===== config.mk =====
export PLATFORM = sky130hd
export DESIGN_NAME = rpn_stack_engine
export DESIGN_NICKNAME = d
export VERILOG_FILES = /design/src/rtl/rpn_stack_engine.sv
export SDC_FILE = /design/constraint.sdc
export NUM_CORES = 1
export LEC_CHECK = 0
export BUFFER_PORTS_ARGS = -buffer_cell sky130_fd_sc_hd__buf_2
export CAP_MARGIN = 10
export CORE_AREA = 2 2 94 96
export CTS_CLUSTER_SIZE = 24
export DETAILED_ROUTE_END_ITERATION = 8
export DIE_AREA = 0 0 96 98
export GPL_ROUTABILITY_DRIVEN = 0
export PLACE_DENSITY = 0.89
export SYNTH_ARGS = -nofsm -noshare
export SYNTH_HDL_FRONTEND = slang
export SYNTH_SLANG_ARGS = --single-unit

===== constraint.sdc =====
create_clock -name clk -period 5 [get_ports clk]
set_input_delay 1.5 -clock clk [delete_from_list [all_inputs] [get_ports clk]]
set_output_delay 1.5 -clock clk [all_outputs]
set_load 0.03 [all_outputs]

===== src/rtl/rpn_stack_engine.sv =====
// RPN calculator core: a DEPTH x WIDTH operand stack with push/pop/add/multiply driven by button releases.
// Multiplication is a WIDTH-cycle shift-add sequence. busy stays high until its result is written back.
//
//  state | meaning
//  IDLE  | waiting for a button-release event; push/pop/add/trivial mult complete here
//  MUL   | shift-add multiply, one multiplier bit per cycle
//  WB    | write product back to the stack, drop one entry
module rpn_stack_engine #(
    parameter int WIDTH = 8,
    parameter int DEPTH = 4,
    parameter int CNT_W = $clog2(DEPTH + 1)
) (
    input  logic             clk,
    input  logic             reset_n,
    input  logic             btn_push,
    input  logic             btn_pop,
    input  logic             btn_add,
    input  logic             btn_mult,
    input  logic [WIDTH-1:0] din,
    output logic [WIDTH-1:0] dout,
    output logic             dout_en,
    output logic [CNT_W-1:0] size,
    output logic [DEPTH-1:0] size_leds,
    output logic             stk_ovf,
    output logic             arith_ovf,
    output logic             busy
);

    localparam int BC_W = (WIDTH > 1) ? $clog2(WIDTH) : 1;

    typedef enum logic [1:0] {IDLE, MUL, WB} state_t;

    state_t                 state, state_nx;
    logic [WIDTH-1:0]       stack    [DEPTH];
    logic [WIDTH-1:0]       stack_nx [DEPTH];
    logic [CNT_W-1:0]       size_nx;
    logic                   stk_ovf_nx, arith_ovf_nx;
    logic [3:0]             prev, btn, rel;
    logic [2*WIDTH-1:0]     acc, acc_nx, mcand, mcand_nx;
    logic [WIDTH-1:0]       mplier, mplier_nx;
    logic [BC_W-1:0]        bit_cnt, bit_cnt_nx;
    logic [WIDTH:0]         sum;

    assign btn = {btn_mult, btn_add, btn_pop, btn_push};
    assign rel = prev & ~btn;
    assign sum = {1'b0, stack[0]} + {1'b0, stack[1]};

    always_comb begin
        state_nx     = state;
        stack_nx     = stack;
        size_nx      = size;
        stk_ovf_nx   = stk_ovf;
        arith_ovf_nx = arith_ovf;
        acc_nx       = acc;
        mcand_nx     = mcand;
        mplier_nx    = mplier;
        bit_cnt_nx   = bit_cnt;
        case (state)
            IDLE: begin
                // Fixed priority push > pop > add > mult; losers of the cycle are dropped.
                if (rel[0]) begin
                    if (size == CNT_W'(DEPTH)) begin
                        stk_ovf_nx   = 1'b1;
                        arith_ovf_nx = 1'b1;
                    end else begin
                        for (int i = DEPTH - 1; i > 0; i--) stack_nx[i] = stack[i-1];
                        stack_nx[0]  = din;
                        size_nx      = size + CNT_W'(1);
                        stk_ovf_nx   = 1'b0;
                        arith_ovf_nx = 1'b0;
                    end
                end else if (rel[1]) begin
                    if (size == '0) begin
                        stk_ovf_nx   = 1'b1;
                        arith_ovf_nx = 1'b1;
                    end else begin
                        for (int i = 0; i < DEPTH - 1; i++) stack_nx[i] = stack[i+1];
                        stack_nx[DEPTH-1] = '0;
                        size_nx      = size - CNT_W'(1);
                        stk_ovf_nx   = 1'b0;
                        arith_ovf_nx = 1'b0;
                    end
                end else if (rel[2]) begin
                    arith_ovf_nx = 1'b0;
                    if (size >= CNT_W'(2)) begin
                        stack_nx[0] = sum[WIDTH-1:0];
                        for (int i = 1; i < DEPTH - 1; i++) stack_nx[i] = stack[i+1];
                        stack_nx[DEPTH-1] = '0;
                        size_nx      = size - CNT_W'(1);
                        stk_ovf_nx   = 1'b0;
                        arith_ovf_nx = sum[WIDTH];
                    end
                end else if (rel[3]) begin
                    if (size == CNT_W'(1)) begin
                        stack_nx[0]  = '0;
                        arith_ovf_nx = 1'b0;
                    end else if (size >= CNT_W'(2)) begin
                        mcand_nx   = {{WIDTH{1'b0}}, stack[0]};
                        mplier_nx  = stack[1];
                        acc_nx     = '0;
                        bit_cnt_nx = BC_W'(WIDTH - 1);
                        state_nx   = MUL;
                    end
                end
            end
            MUL: begin
                if (mplier[0]) acc_nx = acc + mcand;
                mcand_nx   = mcand << 1;
                mplier_nx  = mplier >> 1;
                bit_cnt_nx = bit_cnt - BC_W'(1);
                if (bit_cnt == '0) state_nx = WB;
            end
            WB: begin
                stack_nx[0] = acc[WIDTH-1:0];
                for (int i = 1; i < DEPTH - 1; i++) stack_nx[i] = stack[i+1];
                stack_nx[DEPTH-1] = '0;
                size_nx      = size - CNT_W'(1);
                stk_ovf_nx   = 1'b0;
                arith_ovf_nx = |acc[2*WIDTH-1:WIDTH];
                state_nx     = IDLE;
            end
            default: state_nx = IDLE;
        endcase
    end

    always_ff @(posedge clk or negedge reset_n) begin
        if (!reset_n) begin
            state     <= IDLE;
            for (int i = 0; i < DEPTH; i++) stack[i] <= '0;
            size      <= '0;
            stk_ovf   <= 1'b0;
            arith_ovf <= 1'b0;
            prev      <= '0;
            acc       <= '0;
            mcand     <= '0;
            mplier    <= '0;
            bit_cnt   <= '0;
        end else begin
            state     <= state_nx;
            for (int i = 0; i < DEPTH; i++) stack[i] <= stack_nx[i];
            size      <= size_nx;
            stk_ovf   <= stk_ovf_nx;
            arith_ovf <= arith_ovf_nx;
            prev      <= btn;
            acc       <= acc_nx;
            mcand     <= mcand_nx;
            mplier    <= mplier_nx;
            bit_cnt   <= bit_cnt_nx;
        end
    end

    assign busy    = (state != IDLE);
    assign dout_en = (size != '0);
    assign dout    = dout_en ? stack[0] : '0;

    for (genvar i = 0; i < DEPTH; i++) begin : g_leds
        assign size_leds[i] = (size > CNT_W'(i));
    end

endmodule


==> results.py <==
metrics = {
    "status": {
        "status": "finished clean",
    },
    "sta": {
        "period_share_pct": 68.86,
        "setup_viol": 0,
        "hold_viol": 0,
        "skew_ps": 5.326,
        "tns_ps": 0,
        "drv_slew": 0,
        "worst_pin_slew_ps": 1102,
        "rsz0062_at_grt": "no",
        "slew-limit-headroom_pct": 26.52,
        "fin_crit_ps": 3443,
        "max_freq_mhz": 290.5,
    },
    "drt": {
        "final_antenna_net_count": 0,
        "wl_per_cell_um": 16.94,
        "wl_mm": 11.49,
        "route.vias.total": 4205,
        "vias_per_cell": 6.202,
        "first_pass_iters": 5,
        "first_iter_violations": 291,
        "drc": 0,
    },
    "place": {
        "dpl-instance-area_mm2": 0.005413,
        "hpwlAfterDp_mm": 8.046,
        "port_buffers": 32,
    },
    "power_and_ir_drop": {
        "leakage_nw": 2.780,
        "power_density_mw_per_mm2": 606.0,
        "p_total_mw": 3.402,
        "ir_drop_uv": 442.9,
    },
    "cells_and_area": {
        "fin_nets": 612,
        "num_antenna_cells": 0,
        "drive_above_1_share_pct": 15.79,
        "multi_input_area_mm2": 0.002910,
        "fill_cells": 647,
        "syn_to_final_growth_pct": 7.218,
        "final_cell_area_mm2": 0.005613,
        "ff_latch_area_mm2": 0.002152,
    },
    "floorplanning": {
        "start_util_pct": 61.84,
        "coreArea_mm2": 0.008466,
        "row_count": 34,
        "die_h_um": 98,
        "dieArea_mm2": 0.009408,
        "io_pins": 33,
        "die_w_um": 96,
    },
    "clocking": {
        "clockRootBuffer": "clkbuf_8",
        "ctsHtreeMaxLevel": 3,
        "path_clk_slew_ps": 80,
        "post_cts_resized": 0,
        "numCtsBuffers": 9,
        "post_cts_buffers": 0,
        "clock_path_buffers": 2,
        "clock_latency_ps": 360,
        "hold_buffers": 0,
        "cts_tree": "built",
        "cts_sinks": 86,
    },
    "synth": {
        "netlist_instances": 547,
        "netlist.area_leader.share_pct": 41.11,
        "synth_nets": 594,
        "synth_flop_cell": "dfrtp_1",
        "synth_area_mm2": 0.005235,
        "yosysWarnings": 0,
        "async_flop_share_pct": 100.0,
        "synth_seq_cells": 86,
        "synth-edff-count": 0,
        "avgSynthCellArea_um2": 9.570,
        "synth.distinct_cells": 64,
        "yosysTopAreaCell": "dfrtp_1",
        "synth_area_leaders": "dfrtp_1, nand2_1, ha_1",
        "yosysSeqAreaShare_pct": 41.11,
    },
    "setup_path": {
        "crit_type": "flop to output pin",
        "path_max_fanout": 10,
        "crit_arrival_ps": 1940,
        "critPathCaptureType": "output pin",
        "crit_slowest_cell": "dfrtp_1",
        "critPathRequiredTime_ps": 3500,
        "max_stage_delay_ps": 490,
        "startpoint_type": "flop",
        "crit_buf_inv": 2,
        "critPathTopFamily": "flip-flops",
        "path_cells": "inv_1 > ha_1 > nand2_1 > and2_1 > buf_2",
    },
    "global_route": {
        "grt_first_pass_wirelength_mm": 19.31,
        "antenna_found_initial": 0,
        "grt_max_degree": 87,
        "grt_use_total_pct": 25.91,
        "globalRoute.totalOverflow": 0,
        "grt_pass1_vias": 4057,
    },
    "flow_run": {
        "drv_cap": 0,
    },
    "hold_path": {
        "holdCritPathClass": "flop to flop",
    },
}
-- cells by family after synthesis --
kind of cell | share of synthesized area (%)
and+or+nand+nor | 16.75
muxes | 9.106
AOI/OAI and AO/OA | 18.50
DFF | 41.11
xor gates and xnor gates | 3.011
adders and majority gates | 8.174
buffers and inverters | 3.346
-- Yosys cell counts (all sizes together), types with 9 or more instances --
master	number
dfrtp	86
ha	31
inv	10
mux2	24
o31ai	15
a21o	15
mux2i	18
nand2	112
o21ai	50
nand3	9
nor2	25
buf	19
and2	10
xnor2	10
a21oi	17
-- path summary, 6_finish.rpt --
check | startpoint | endpoint | slack, ps | depth (start not counted)
min in group asynchronous | reset_n | acc[12] | 1330 | 1
worst max register to register | acc[0] | acc[14] | 2330 | 8
worst max-delay path | size[1] | dout[4] | 1560 | 5
max in group asynchronous | reset_n | acc[9] | 2960 | 1
worst min register to register | bit_cnt[0] | bit_cnt[0] | 500 | 1
worst min-delay path | bit_cnt[0] | bit_cnt[0] | 500 | 1
-- cells in the final DEF (no fill, tap or decap), types with 6 or more instances in the layout --
cell type	netlist	routed
a21oi_1	16	16
nor2_1	23	23
a221oi_1	6	6
ha_1	31	31
nand2_1	111	111
inv_1	9	9
nand3_1	9	9
dfrtp_1	86	86
mux2_2	17	17
o31ai_1	15	15
xor2_1	8	8
mux2_4	7	7
and2_1	10	10
mux2i_1	18	18
o22ai_1	6	6
buf_2	11	31
clkbuf_8	0	11
a21o_1	15	15
o21ai_0	48	48
xnor2_1	10	10
a22o_1	8	8
-- cell type report --
class	instances	area share [%]
inverter	10	0.6687
clock buffer	12	2.764
sequential	86	38.34
clock inverter	4	0.8025
tap	108	2.407
multi-input combinational	424	51.85
timing repair buffer	34	3.165
-- per-stage QoR --
| step | hold slack (ps) | cells | setup slack, ps | utilization [%] |
|---|---|---|---|---|
| 5_1_grt | 527.5 | 678 | 1426 | 66.30 |
| 2_1_floorplan | 449.6 | 547 | 1794 | - |
| 4_1_cts | 501.3 | 678 | 1545 | 66.30 |
| 3_5_place_dp | 474.3 | 662 | 1657 | 63.94 |
| 6_report | 496.3 | 678 | 1557 | 66.30 |
| 3_3_place_gp | 463.4 | 662 | 1698 | 63.94 |
-- where the power goes --
| part | leakage [nW] | switching (mW) | total, mW | internal (mW) |
|---|---|---|---|---|
| sequential | 1.13 | 0.288 | 1.22 | 0.929 |
| combinational | 1.54 | 1.00 | 1.68 | 0.679 |
| clock | 0.106 | 0.249 | 0.506 | 0.256 |
| total | 2.78 | 1.54 | 3.40 | 1.86 |
-- layer usage --
| metal | GRT usage (%) | wire length [µm] |
|---|---|---|
| met1 | 34.84 | 5109 |
| met2 | 41.35 | 5562 |
| met3 | 4.090 | 520 |
| met4 | 11.10 | 292 |
| met5 | 0 | 0 |
-- state kept, by name (all words and copies together) (netlist names) --
register	cells
acc	16
state	2
arith_ovf	1
mcand	16
stk_ovf	1
prev	4
bit_cnt	3
stack	32
size	3
mplier	8
Note: power is estimated with default switching activity, not from simulation.
